===== config.mk =====
export PLATFORM = sky130hd
export DESIGN_NAME = high_run_gen
export DESIGN_NICKNAME = d
export VERILOG_FILES = /design/src/rtl/high_run_gen.sv
export SDC_FILE = /design/constraint.sdc
export NUM_CORES = 1
export LEC_CHECK = 0
export CAP_MARGIN = 20
export CORE_ASPECT_RATIO = 0.75
export CORE_MARGIN = 1
export CORE_UTILIZATION = 53
export DETAILED_ROUTE_END_ITERATION = 8
export PLACE_DENSITY_LB_ADDON = 0.15
export SETUP_SLACK_MARGIN = 0.1
export SLEW_MARGIN = 20
export SYNTH_ARGS = -nofsm -noshare
export SYNTH_HDL_FRONTEND = slang
export SYNTH_SLANG_ARGS = --single-unit

===== constraint.sdc =====
create_clock -name clk -period 2.95 [get_ports clk]
set_input_delay 0.295 -clock clk [delete_from_list [all_inputs] [get_ports clk]]
set_output_delay 0.295 -clock clk [all_outputs]
set_load 0.005 [all_outputs]

===== src/rtl/high_run_gen.sv =====
// Burst generator: emits `count` high runs of HIGH_CYCLES on x, separated by
// GAP_CYCLES low cycles, then a one-cycle done pulse. Abortable, async active-low reset.
module high_run_gen #(
  parameter int HIGH_CYCLES = 3,
  parameter int GAP_CYCLES  = 1
) (
  input  logic       clk,
  input  logic       rst,
  input  logic       start,
  input  logic [7:0] count,
  input  logic       abort,
  output logic       x,
  output logic       busy,
  output logic       done,
  output logic [7:0] runs_left
);

  localparam logic [1:0] S_IDLE = 2'd0;
  localparam logic [1:0] S_HIGH = 2'd1;
  localparam logic [1:0] S_GAP  = 2'd2;
  localparam logic [1:0] S_DONE = 2'd3;

  localparam logic [7:0] HIGH_LAST = 8'(HIGH_CYCLES - 1);
  localparam logic [7:0] GAP_LAST  = 8'(GAP_CYCLES - 1);

  logic [1:0] state_q, state_d;
  logic [7:0] cnt_q, cnt_d;
  logic [7:0] runs_left_q, runs_left_d;
  logic       x_q, x_d;
  logic       busy_q, busy_d;
  logic       done_q, done_d;

  always_comb begin
    state_d     = state_q;
    cnt_d       = cnt_q;
    runs_left_d = runs_left_q;
    unique case (state_q)
      S_IDLE: begin
        cnt_d = '0;
        if (start) begin
          if (count != 8'd0) begin
            state_d     = S_HIGH;
            runs_left_d = count - 8'd1;
          end else begin
            state_d     = S_DONE;
            runs_left_d = '0;
          end
        end
      end
      S_HIGH: begin
        if (abort) begin
          state_d     = S_IDLE;
          cnt_d       = '0;
          runs_left_d = '0;
        end else if (cnt_q == HIGH_LAST) begin
          cnt_d   = '0;
          state_d = (runs_left_q != 8'd0) ? S_GAP : S_DONE;
        end else begin
          cnt_d = cnt_q + 8'd1;
        end
      end
      S_GAP: begin
        if (abort) begin
          state_d     = S_IDLE;
          cnt_d       = '0;
          runs_left_d = '0;
        end else if (cnt_q == GAP_LAST) begin
          // runs_left counts down on re-entry to HIGH, not when the run ends
          cnt_d       = '0;
          state_d     = S_HIGH;
          runs_left_d = runs_left_q - 8'd1;
        end else begin
          cnt_d = cnt_q + 8'd1;
        end
      end
      default: begin
        state_d = S_IDLE;
        cnt_d   = '0;
      end
    endcase
  end

  // Outputs are registered copies of next-state decodes so they align with state_q.
  always_comb begin
    x_d    = (state_d == S_HIGH);
    busy_d = (state_d == S_HIGH) || (state_d == S_GAP);
    done_d = (state_d == S_DONE);
  end

  always_ff @(posedge clk or negedge rst) begin
    if (!rst) begin
      state_q     <= S_IDLE;
      cnt_q       <= '0;
      runs_left_q <= '0;
      x_q         <= 1'b0;
      busy_q      <= 1'b0;
      done_q      <= 1'b0;
    end else begin
      state_q     <= state_d;
      cnt_q       <= cnt_d;
      runs_left_q <= runs_left_d;
      x_q         <= x_d;
      busy_q      <= busy_d;
      done_q      <= done_d;
    end
  end

  assign x         = x_q;
  assign busy      = busy_q;
  assign done      = done_q;
  assign runs_left = runs_left_q;

endmodule


== Word level (Yosys, flattened, before mapping) ==
Cells that the tools add are included.

* Register bits after elaboration: 21
* Latch bits: 0
* RAM bits: 0
* Memory bits (read-only): 0
* Output and inout port bits: 11
* Word-level logic and storage cells: 44
* Memories: 0

* Add/sub/neg operators: 3
* $mul: 0
* Div/mod/pow operators: 0
* Order comparisons: 0
* Eq/ne operators: 9
* Shifts and indexed selects: 0
* Multiplexer cells: 19
* Bitwise operators: 0
* Reduce and logical (&&, ||, !) cells: 7

{| class="wikitable"
|+ Operator list
! cell !! count
|-
| two-way mux 8 bit || 9
|-
| case mux 8 bit (3 select lines) || 1
|-
| case mux 8 bit (2 select lines) || 1
|-
| nonzero test 8 bit || 2
|-
| subtractor 8 x 1 -> 8 bit, second input constant || 2
|-
| two-way mux 2 bit || 6
|-
| adder 8 x 1 -> 8 bit, second input constant || 1
|-
| equality test 8 x 2 -> 1 bit, second input constant || 1
|-
| logical NOT 8 bit || 1
|-
| equality test 2 bit, second input constant || 3
|-
| case mux 2 bit (3 select lines) || 1
|-
| equality test 2 x 1 -> 1 bit, second input constant || 2
|-
| != test 2 bit, second input constant || 2
|-
| AND reduction 4 bit || 1
|-
| != test 3 bit, second input constant || 1
|-
| nonzero test 3 bit || 1
|-
| logical NOT 2 bit || 1
|-
| logical OR 1 bit || 1
|-
| two-way mux 1 bit || 1
|}

== Logic depth before layout (Yosys ltp) ==
Gate-level depths: netlist of the first run.

* Depth after elaboration: 7
* Mapped depth: 9
* Depth with buffers taken out: 8

== Worst setup path after synthesis of the first run ==
OpenSTA, ideal clock, no wires.

* Path kind: reg-to-reg
* Start: register state_q[0]
* End: register runs_left_q[0], in the netlist runs_left[0]
* Library setup time: 0.128 ns
* Arrival: 1.949 ns
* Slack: 0.873 ns
* Stages on the path, launching flop included: 7
* Path buffers: 1
* Cell sequence: dfrtp_1 inv_1 ha_1 o311ai_1 or2_1 clkbuf_1 mux2_1

* Word-level cells in the longest chain between the ends: 3

{| class="wikitable"
|+ RTL lines
! item !! line !! source
|-
| start, declared || 26 || <nowiki>logic [1:0] state_q, state_d;</nowiki>
|-
| start signal, assigned || 99 || <nowiki>state_q <= state_d;</nowiki>
|-
| equality test 2 bit (tied with other cells) || 37 || <nowiki>unique case (state_q)</nowiki>
|-
| != test 3 bit (no source line) (tied with other cells) || n/a ||
|-
| AND reduction 4 bit (no source line) || n/a ||
|-
| end signal, assigned || 101 || <nowiki>runs_left_q <= runs_left_d;</nowiki>
|-
| end, declared || 28 || <nowiki>logic [7:0] runs_left_q, runs_left_d;</nowiki>
|}

Parallel ways exist; a longest one is shown, timed or not.
A chain may end at the register's enable or synchronous reset.

== Final worst setup path of the first run ==
* Start: register cnt_q[2]
* End: register busy_q, in the netlist busy

* Word-level cells in the longest chain between the ends: 6

{| class="wikitable"
|+ RTL lines
! item !! line !! source
|-
| start, declared || 27 || <nowiki>logic [7:0] cnt_q, cnt_d;</nowiki>
|-
| start signal, assigned || 100 || <nowiki>cnt_q <= cnt_d;</nowiki>
|-
| equality test 8 x 2 -> 1 bit or logical NOT 8 bit (tied branches) || 55, 67 ||
|-
| two-way mux 2 bit, on equally long branches || 55, 67 ||
|-
| two-way mux 2 bit, on equally long branches || 51, 63 ||
|-
| case mux 2 bit (3 select lines) * || 37 ||
|-
| named net state_d[0] || 26 ||
|-
| equality test 2 x 1 -> 1 bit or equality test 2 bit (tied branches) || 86 || <nowiki>busy_d = (state_d == S_HIGH) || (state_d == S_GAP);</nowiki>
|-
| logical OR 1 bit * || 86 ||
|-
| named net busy_d || 30 || <nowiki>logic busy_q, busy_d;</nowiki>
|-
| end signal, assigned || 103 || <nowiki>busy_q <= busy_d;</nowiki>
|-
| end, declared || 30 ||
|}

Mark *: on every way through the listed nets, which the timed path passes. The rest lies on a longest branch.

==> results of run 1 <==
==> synthesized netlist by cell type (all sizes together), types with 3 or more instances <==
| cell type | instances |
|---|---|
| a21oi | 5 |
| clkbuf | 3 |
| dfrtp | 21 |
| ha | 11 |
| inv | 15 |
| nand2 | 4 |
| nand3 | 6 |
| nand4 | 4 |
| nor2 | 17 |
| nor3 | 8 |
| nor3b | 3 |
| nor4 | 5 |
| o21ai | 4 |
| o22ai | 4 |
| o31ai | 7 |
| or4 | 3 |
| xor2 | 6 |
==> worst min-delay path by stage <==
stage	from	to	slack, ps	cells after the start
final	rst	cnt_q[5]	490	1
after global routing	rst	runs_left[7]	570	1
after CTS	rst	cnt_q[5]	510	1
after detailed placement	runs_left[7]	runs_left[7]	540	2
after global placement	runs_left[7]	runs_left[7]	540	2
after floorplan	rst	busy	-0.6	0
==> area by class of cell <==
class | instances | share of cell area (%)
Timing Repair Buffer | 23 | 13.3
Tap cell | 34 | 2.49
Clock buffer | 3 | 1.32
Sequential cell | 21 | 30.7
Multi-Input combinational cell | 120 | 48.5
Inverter | 15 | 3.29
Clock inverter | 1 | 0.293
==> cell families after synthesis <==
group | Yosys count
buf+inv | 19
simple gates | 62
compound gates | 37
fa+ha+maj | 11
mux | 2
xor+xnor | 8
flops | 21
==> cells in the final DEF, fill, tap and decap left out, types with 5 or more instances in the layout <==
master,instances
a21oi_1,5
clkdlybuf4s50_1,22
nor3_1,8
ha_1,11
nor4_1,5
o31ai_1,7
xor2_1,6
dfrtp_1,21
nand3_1,6
inv_1,15
nor2_1,17
==> state kept, by name (all words and copies together) (netlist names) <==
signal and count:
busy 1, cnt_q 8, done 1, runs_left 8
state_q 2, x 1
==> where the power goes <==
part / internal (mW) / switching, mW / total [mW]
clock: 0.0509 / 0.0903 / 0.141
sequential: 0.359 / 0.0718 / 0.431
combinational: 0.288 / 0.312 / 0.600
==> layer usage <==
metal / global-route usage (%) / wire, µm / up-vias
met5: 0 / 0 / -
met3: 5.79 / 250 / 6
li1: - / - / 638
met2: 38.9 / 1400 / 62
met4: 10.7 / 49 / 0
met1: 38.5 / 1590 / 658
==> Flow_metrics.wiki, run 1 <==
{| class="wikitable"
! Metric !! Value
|-
| Result of the run || complete, no violations
|-
| Final non-filler cell area || 1710 µm²
|-
| Worst r2r src || cnt_q[2]
|-
| Fraction of the mapped netlist area in compound gates || 18.3%
|-
| Number of vias in the routed layout || 1364
|-
| Hold Vio Cnt, Final || 0
|-
| CTS sink count || 21
|-
| Leak pwr || 0.725 nW
|-
| Chip Width || 62.1 µm
|-
| Reg-to-reg endpoint || busy
|-
| Dominant combinational cell family by area after synthesis || simple AND/OR/NAND/NOR gates
|-
| Max Clk Rate || 403 MHz
|-
| Initial antenna violation count || 0
|-
| Worst R2R Path Depth || 6
|-
| Detailed router's first-iteration violation count || 105
|-
| Slack of the critical path || 466 ps
|-
| Async S/R FF share, synth || 100%
|-
| Worst Path Max Fanout || 7
|-
| Library cells used by synthesis || 45
|-
| Setup slack of the worst register-to-register path || 470 ps
|-
| Adder and majority gate portion of the synthesized area || 9.60%
|-
| Final estimated routing congestion in global placement || 0.923
|-
| Summed negative setup slack over all endpoints || 0 ps
|-
| Syn. warnings || 0
|-
| Post-synthesis mux area share || 1.57%
|-
| Number of top-level design ports || 23
|-
| Maximum clock skew at final layout || 5.68 ps
|-
| Area leader, netlist || dfrtp_1
|-
| Die Span Y || 47.0 µm
|-
| RSZ-0062 raised after global routing || no
|-
| Worst skew pair latency || 320 ps
|-
| Final-report max-slew violation count || 0
|-
| Post-layout util || 70.6%
|-
| Slew at the pin closest to its max-slew limit || 998 ps
|-
| Crit path capture || busy
|-
| Number of buffers inserted to repair setup after CTS || 0
|-
| Detailed-route DRC error count || 0
|-
| Post-detailed-route count of antenna-violating nets || 0
|-
| Footprint of the flip-flops and latches || 526 µm²
|-
| Vias per inst || 6.29
|-
| Arrival time reported for the critical path endpoint || 2760 ps
|-
| Finished Layout Cells || 217
|-
| Max VDD drop || 434 µV
|-
| Critical setup path kind || register to register
|-
| First-pass GRT wire length || 5.53 mm
|-
| Post-route fraction of the period consumed by the critical path || 84.2%
|-
| Hold bufs inserted after CTS || 0
|-
| Std-Cell Core Area || 2420 µm²
|-
| Post-synthesis net count || 183
|-
| Post-synthesis sequential element count || 21
|-
| Clock tree buffer depth || 2
|-
| TritonCTS clock tree || yes
|-
| Post-placement cell area || 1680 µm²
|-
| Worst slew margin relative to its limit || 32.4%
|-
| Placed Instances || 213
|-
| Class of the tightest hold or removal check || input pin to async pin
|-
| Netlist Area Pre-Place || 1430 µm²
|-
| Portion of the post-synthesis area used by sequential elements || 36.6%
|-
| Overflow after GRT || 0
|-
| Most used flip-flop cell after synthesis || dfrtp_1
|-
| Total area of multi-input combinational cells || 830 µm²
|-
| Total of fill cells in the finished design || 178
|-
| Crit. path cell count || 6
|-
| Stage delay of the slowest cell on the critical path || 540 ps
|-
| Crit path capture type || register
|-
| # Max-Cap Violations || 0
|-
| Count of inserted antenna diode cells || 0
|-
| Setup crit start || cnt_q[2]
|-
| Number of enable flip-flop cells after synthesis || 0
|-
| Average cell area after synthesis || 8.96 µm²
|-
| Area share of xor/xnor cells in the synthesized design || 4.89%
|-
| Total Wirelength || 3.29 mm
|-
| IO Port Bufs || 22
|-
| Simple-gate share of the synthesized area || 23.5%
|-
| Nets || 207
|-
| Clock transition at the register clock pins on the worst setup and hold paths after CTS || 110 ps
|-
| Total power divided by cell area || 685 nW/µm²
|-
| CP max stage cell || or4_4
|-
| Total power consumption of the routed design || 1.17 mW
|-
| Effective utilization at floorplan || 59.2%
|-
| Mean routed wirelength per cell || 15.2 µm
|-
| Worst-case hold slack || 488 ps
|-
| Area of the die || 2920 µm²
|-
| Worst slack after detailed placement || 425 ps
|-
| Number of failing setup endpoints in the final timing report || 0
|-
| Cell-by-cell trace of the critical path || or4_4 > nor4_1 > nand3_1 > a41oi_1 > ha_1 > inv_1
|-
| Via count of the first global-routing pass || 1231
|-
| Post-synth top area share || 36.6%
|-
| Largest net degree at the start of global routing || 22
|-
| Top area cells in the synthesized netlist || dfrtp_1 37%, ha_1 9.6%, nor2_1 4.5%, inv_1 3.9%, o31ai_1 3.7%
|-
| Shortest clock period the worst path allows after layout || 2480 ps
|-
| Required time at the endpoint of the critical path || 3220 ps
|-
| DP Wirelength || 2.49 mm
|-
| Fraction of final layout cells sized beyond drive strength 1 || 4.37%
|-
| Critical path's top delay family || simple AND/OR/NAND/NOR gates
|-
| Number of detailed-route iterations in the first pass || 4
|-
| Total GRT Usage || 26.7%
|-
| Count of instances resized after the clock tree is built || 0
|-
| Number of cell rows || 15
|-
| H-tree levels || 1
|-
| Startpoint class of the critical path || register
|-
| Signed area change from the synthesized netlist to the final layout || 19.2%
|-
| CTS root buffer || clkbuf_4
|-
| Clock buffer count from CTS || 3
|-
| Synthesized instance count || 160
|-
| Count of buffer and inverter cells on the critical path || 1
|}
No activity file was read; power rests on OpenSTA's default activity.
==> run 2: changes to the inputs <==
Settings changed: CORE_UTILIZATION 53 to 48.
Clock period 2.95 ns to 2.1 ns, I/O delays scaled along.
==> run 2 against run 1 <==
Net effect: the flow now finishes with violations (negative setup slack); cell area up 19%; flip-flop and latch count is the same; count of clock-buffer cells in the layout unchanged; routed wire length is 18% higher; register-to-register slack got worse by 470 ps; core utilization rose by 4.3 points; worst setup slack got worse by 470 ps; critical path depth is 2 lower; sequential power up 43%; first-iteration DRC count shrank 3.8%; die area grew 10%; critical path type unchanged.
==> Flow_metrics.wiki, run 2 (synthesis gave the netlist of run 1 again) <==
{| class="wikitable"
! Metric !! Value
|-
| CTS sink count || 21 (unchanged)
|-
| Die Span Y || 49.3 µm (+4.9%)
|-
| Crit path capture type || register
|-
| Met1 track demand over resource || 37.7% (-0.78 points)
|-
| Switch share || 39.0% (-1.5 points)
|-
| Worst-case hold slack || 295 ps (-192 ps)
|-
| Count of inserted antenna diode cells || 0 (unchanged)
|-
| Final non-filler cell area || 2040 µm² (+19%)
|-
| Std-Cell Core Area || 2720 µm² (+12%)
|-
| Clock transition at the register clock pins on the worst setup and hold paths after CTS || 80 ps (-30 ps)
|-
| Class of the tightest hold or removal check || input pin to async pin
|-
| Detailed router's first-iteration violation count || 101 (-3.8%)
|-
| GRT met2 Usage || 41.8% (+2.9 points)
|-
| Required time at the endpoint of the critical path || 2250 ps (-970 ps)
|-
| Final estimated routing congestion in global placement || 0.930 (+0.74%)
|-
| Initial antenna violation count || 0 (unchanged)
|-
| Area of the die || 3210 µm² (+10%)
|-
| Post-placement cell area || 1860 µm² (+11%)
|-
| Clock tree buffer depth || 2 (unchanged)
|-
| Mean routed wirelength per cell || 15.9 µm (+4.7%)
|-
| Placed Instances || 238 (+12%)
|-
| Shortest clock period the worst path allows after layout || 2100 ps (-382 ps)
|-
| Total Wirelength || 3.89 mm (+18%)
|-
| Startpoint class of the critical path || register
|-
| Clock buffer count from CTS || 3 (unchanged)
|-
| Slack of the critical path || -1.32 ps (-468 ps)
|-
| Fraction of final layout cells sized beyond drive strength 1 || 23.9% (+20 points)
|-
| Failing checks || negative setup slack
|-
| Detailed-route DRC error count || 0 (unchanged)
|-
| Signed area change from the synthesized netlist to the final layout || 42.2%
|-
| Worst slew margin relative to its limit || 61.8% (+29 points)
|-
| Number of vias in the routed layout || 1430 (+4.8%)
|-
| IO Port Bufs || 22 (unchanged)
|-
| Post-detailed-route count of antenna-violating nets || 0 (unchanged)
|-
| Setup crit start || cnt_q[4]
|-
| Sw Pwr || 0.777 mW (+64%)
|-
| Worst Path Max Fanout || 7 (unchanged)
|-
| Number of failing setup endpoints in the final timing report || 1 (+1)
|-
| Worst r2r src || cnt_q[4]
|-
| Number of detailed-route iterations in the first pass || 4 (unchanged)
|-
| Largest net degree at the start of global routing || 22 (unchanged)
|-
| DP Wirelength || 2.81 mm (+13%)
|-
| Overflow after GRT || 0 (unchanged)
|-
| Vias per inst || 5.84 (-7.1%)
|-
| Hold Vio Cnt, Final || 0 (unchanged)
|-
| Combinational Power Share || 55.8% (+4.6 points)
|-
| Chip Width || 65.1 µm (+4.9%)
|-
| Setup slack of the worst register-to-register path || -1 ps (-470 ps)
|-
| Maximum clock skew at final layout || 5.65 ps (-0.0271 ps)
|-
| Total GRT Usage || 26.1% (-0.55 points)
|-
| CTS root buffer || clkbuf_8
|-
| Seq pwr share || 31.0% (-5.8 points)
|-
| Max Clk Rate || 476 MHz (+18%)
|-
| Internal portion of total power || 1.22 mW (+74%)
|-
| Slew at the pin closest to its max-slew limit || 568 ps (-430 ps)
|-
| Nets || 233 (+13%)
|-
| Critical setup path kind || register to register
|-
| Result of the run || finished, violations left
|-
| TritonCTS clock tree || yes
|-
| First-pass GRT wire length || 6.39 mm (+15%)
|-
| Arrival time reported for the critical path endpoint || 2250 ps (-510 ps)
|-
| Leak pwr || 0.875 nW (+21%)
|-
| Post-route fraction of the period consumed by the critical path || 100% (+16 points)
|-
| Most frequent standard cell in the layout excluding fill and tap cells || buf_4
|-
| Effective utilization at floorplan || 52.7% (-6.6 points)
|-
| Worst skew pair latency || 260 ps (-60 ps)
|-
| Routing usage on met3 || 4.44% (-1.3 points)
|-
| Number of top-level design ports || 23 (unchanged)
|-
| Total power consumption of the routed design || 1.99 mW (+70%)
|-
| H-tree levels || 1 (unchanged)
|-
| Leading cell types in the layout, fill and taps excluded || 27 x buf_4, 22 x clkdlybuf4s50_1, 21 x dfrtp_1
|-
| # Max-Cap Violations || 0 (unchanged)
|-
| Max VDD drop || 609 µV (+40%)
|-
| Number of cell rows || 16 (+1)
|-
| Worst slack after detailed placement || -154 ps (-580 ps)
|-
| Clock Power Share || 13.2% (+1.1 points)
|-
| Most heavily used metal layer in global routing || met2
|-
| Final-report max-slew violation count || 0 (unchanged)
|-
| Via count of the first global-routing pass || 1362 (+11%)
|-
| Total power divided by cell area || 978 nW/µm² (+43%)
|-
| RSZ-0062 raised after global routing || yes
|-
| Finished Layout Cells || 245 (+13%)
|}
run 2: cell count changes in the layout (fill, tap and decap cells not counted), moves of 3 or more:
cell | previous run | this run
buf_4 | 1 | 27
o31ai_1 | 7 | 3
clkbuf_8 | 0 | 3
clkbuf_4 | 3 | 0
run 2: per-stage QoR:
step / TNS (ps) / utilization [%]
after floorplan: 0 / -
after global placement: -91.8 / 68.5
after detailed placement: -286 / 68.5
after CTS: 0 / 72.0
after global routing: -178 / 74.9
final: -1.32 / 74.9
run 2: path summary, 6_finish.rpt:
kind / to / depth (start not counted)
max: runs_left[0] / 4
min: runs_left[7] / 2
max reg2reg: runs_left[0] / 4
min reg2reg: runs_left[7] / 2
max in group asynchronous: cnt_q[3] / 2
min in group clk: runs_left[7] / 2
run 2: layout make-up:
| class | count | area [µm²] |
|---|---|---|
| tap | 36 | 45.0 |
| multi-input combinational | 120 | 941 |
| clock inverter | 1 | 7.51 |
| sequential | 21 | 526 |
| timing repair buffer | 49 | 423 |
| inverter | 15 | 56.3 |
| fill | 181 | 683 |
| clock buffer | 3 | 41.3 |
run 2: worst max-delay path, cell delays in order, from the launching register on:
cell and delay [ps]:
dfrtp_1 390, or4_4 570, o31a_1 420, or2_4 310, mux2_4 310
run 2: power by group through the flow:
stage          Combinational [mW]  Clock [mW]  Sequential [mW]
4_1_cts                      1.03       0.271            0.605
3_3_place_gp                0.930           0            0.604
2_1_floorplan               0.499           0            0.604
5_1_grt                      1.20       0.285            0.633
3_5_place_dp                0.948           0            0.610
6_report                     1.11       0.263            0.618
run 2: layer usage:
layer  vias to the layer above  share of wire, %
li1                        690                 -
met1                       682                45
met2                        56                47
met3                         2               7.4
met4                         0              0.28
met5                         -                 0
run 2: what timing repair did:
action,CTS,global route
setup buffers,2,1
pin swaps,1,6
hold endpoints to repair,0,0
gates resized for setup,6,15
hold buffers,0,0
endpoints found under the setup margin,7,11
==> run 3: changes to the inputs <==
Settings changed: CELL_PAD_IN_SITES_DETAIL_PLACEMENT set to 0, CELL_PAD_IN_SITES_GLOBAL_PLACEMENT set to 1, CORE_UTILIZATION 48 to 36, HOLD_SLACK_MARGIN set to 0.03.
==> run 3 against run 2 <==
Net effect: the run now ends clean; critical path depth is the same; global-route usage fell by 5.6 points; largest cell class unchanged; core utilization fell by 20 points; sequential power shrank 3%; maximum frequency grew 3.8%; worst hold slack got worse by 20 ps.
==> Flow_metrics.wiki, run 3 (synthesis gave the netlist of run 1 again) <==
{| class="wikitable"
! Metric !! Value
|-
| Setup crit start || cnt_q[5]
|-
| Final-report max-slew violation count || 0 (unchanged)
|-
| Final estimated routing congestion in global placement || 0.869 (-6.6%)
|-
| DP Wirelength || 2.91 mm (+3.5%)
|-
| Worst-case hold slack || 276 ps (-19.6 ps)
|-
| IO Port Bufs || 22 (unchanged)
|-
| Clock transition at the register clock pins on the worst setup and hold paths after CTS || 80 ps (about the same)
|-
| Critical setup path kind || register to register
|-
| Via count of the first global-routing pass || 1389 (+2.0%)
|-
| Leak pwr || 0.886 nW (+1.3%)
|-
| Initial antenna violation count || 0 (unchanged)
|-
| CTS sink count || 21 (unchanged)
|-
| Std-Cell Core Area || 3730 µm² (+37%)
|-
| Most frequent standard cell in the layout excluding fill and tap cells || buf_4
|-
| Max VDD drop || 498 µV (-18%)
|-
| CTS root buffer || clkbuf_8
|-
| Max Clk Rate || 494 MHz (+3.8%)
|-
| RSZ-0062 raised after global routing || yes
|-
| Area of the die || 4240 µm² (+32%)
|-
| Fraction of final layout cells sized beyond drive strength 1 || 22.5% (-1.4 points)
|-
| Arrival time reported for the critical path endpoint || 2180 ps (-70 ps)
|-
| Footprint of the flip-flops and latches || 526 µm² (unchanged)
|-
| Number of vias in the routed layout || 1427 (-0.21%)
|-
| First-pass GRT wire length || 6.55 mm (+2.5%)
|-
| Setup slack of the worst register-to-register path || 70 ps (+80 ps)
|-
| Largest net degree at the start of global routing || 22 (unchanged)
|-
| TritonCTS clock tree || yes
|-
| Final non-filler cell area || 2030 µm² (-0.37%)
|-
| Post-placement cell area || 1920 µm² (+3.1%)
|-
| Hold bufs inserted after CTS || 0 (unchanged)
|-
| Required time at the endpoint of the critical path || 2260 ps (about the same)
|-
| Count of inserted antenna diode cells || 0 (unchanged)
|-
| H-tree levels || 1 (unchanged)
|-
| Clock buffer count from CTS || 3 (unchanged)
|-
| Clock Power Share || 14.2% (+1.0 points)
|-
| Post-route fraction of the period consumed by the critical path || 96.4% (-3.6 points)
|-
| Chip Width || 74.9 µm (+15%)
|-
| Vias per inst || 5.38 (-7.7%)
|-
| Crit path capture type || register
|-
| Sw Pwr || 0.770 mW (-0.96%)
|-
| Result of the run || complete, no violations
|-
| Overflow after GRT || 0 (unchanged)
|-
| Clock tree buffer depth || 2 (unchanged)
|-
| Post-detailed-route count of antenna-violating nets || 0 (unchanged)
|-
| Signed area change from the synthesized netlist to the final layout || 41.7%
|-
| Nets || 237 (+1.7%)
|-
| Seq pwr share || 30.3% (-0.7 points)
|-
| Total Wirelength || 3.92 mm (+0.77%)
|-
| Worst skew pair latency || 270 ps (about the same)
|-
| Startpoint class of the critical path || register
|-
| Total area of multi-input combinational cells || 883 µm² (-6.1%)
|-
| Combinational Power Share || 55.4% (-0.4 points)
|-
| Total of fill cells in the finished design || 361 (+99%)
|-
| Cell-by-cell trace of the critical path || or4_4 > o31a_1 > or2_4 > mux2_1
|-
| Slew at the pin closest to its max-slew limit || 400 ps (-168 ps)
|-
| Maximum clock skew at final layout || 3.99 ps (-1.66 ps)
|-
| Switch share || 38.9% (-0.11 points)
|-
| Hold Vio Cnt, Final || 0 (unchanged)
|-
| Leading cell types in the layout, fill and taps excluded || 31 x buf_4, 22 x clkdlybuf4s50_1, 21 x dfrtp_1
|-
| # Max-Cap Violations || 0 (unchanged)
|-
| CP max stage cell || or4_4
|-
| Number of failing setup endpoints in the final timing report || 0 (-1)
|-
| Detailed-route DRC error count || 0 (unchanged)
|-
| Number of detailed-route iterations in the first pass || 4 (unchanged)
|-
| Die Span Y || 56.7 µm (+15%)
|-
| Total GRT Usage || 20.6% (-5.6 points)
|-
| Worst Path Max Fanout || 6 (-1)
|-
| Worst r2r src || cnt_q[5]
|-
| Mean routed wirelength per cell || 14.8 µm (-6.8%)
|-
| Effective utilization at floorplan || 38.4% (-14 points)
|-
| Stage delay of the slowest cell on the critical path || 540 ps (-30 ps)
|-
| Detailed router's first-iteration violation count || 100 (-0.99%)
|-
| Total power divided by cell area || 975 nW/µm² (-0.32%)
|-
| Class of the tightest hold or removal check || input pin to async pin
|-
| Internal portion of total power || 1.21 mW (-0.52%)
|-
| Shortest clock period the worst path allows after layout || 2030 ps (-76.0 ps)
|-
| Number of cell rows || 19 (+3)
|-
| Number of top-level design ports || 23 (unchanged)
|-
| Worst slew margin relative to its limit || 72.7% (+11 points)
|}
run 3: metal layers:
layer	vias up	global-route usage, %	share of wire [%]
met5	-	0	0
met4	0	3.77	0.92
met3	6	4.67	4.8
met2	41	27.9	41
met1	684	32.8	53
li1	696	-	-
run 3: path summary, 6_finish.rpt:
path / endpoint / cells after the start
setup / recovery: runs_left[0] / 4
hold / removal: runs_left[6] / 2
setup reg to reg: runs_left[0] / 4
hold reg to reg: runs_left[7] / 2
max in group asynchronous: runs_left[0] / 2
min in group clk: runs_left[7] / 2
run 3: cell type report:
class	instances	area share, %
clock buffers	3	2.03
clock inverters	1	0.369
inverters	15	2.77
multi-input cells	120	43.5
flip-flops and latches	21	25.9
well taps	52	3.20
repair buffers	53	22.3
run 3: power groups by stage:
stage	logic (mW)	clock network [mW]	registers, mW
after floorplan	0.499	0	0.604
final	1.10	0.282	0.601
after global placement	0.989	0	0.605
after global routing	1.19	0.304	0.620
after CTS	1.03	0.294	0.599
after detailed placement	0.992	0	0.603
run 3: timing repair:
action,4_1_cts,5_1_grt
pin swaps,0,1
resized for setup,4,5
setup endpoints to repair,6,8
buffers inserted,0,2
run 3: worst max-delay path: cells and delay by family (launching register included):
family	cells	cell delay, ps
muxes	1	310
and+or+nand+nor	2	860
AOI/OAI and AO/OA	1	340
DFF	1	390
run 3: through the flow:
step	utilization (%)	power (mW)	TNS [ps]	worst slack (ps)	cells
CTS	53.4	1.92	0	68.5	263
detailed placement	51.5	1.60	-191	-153	259
global route	54.4	2.12	0	19.5	265
global placement	51.5	1.59	-94.9	-94.4	259
floorplan	-	1.10	0	104	160
finish	54.4	1.98	0	74.7	265
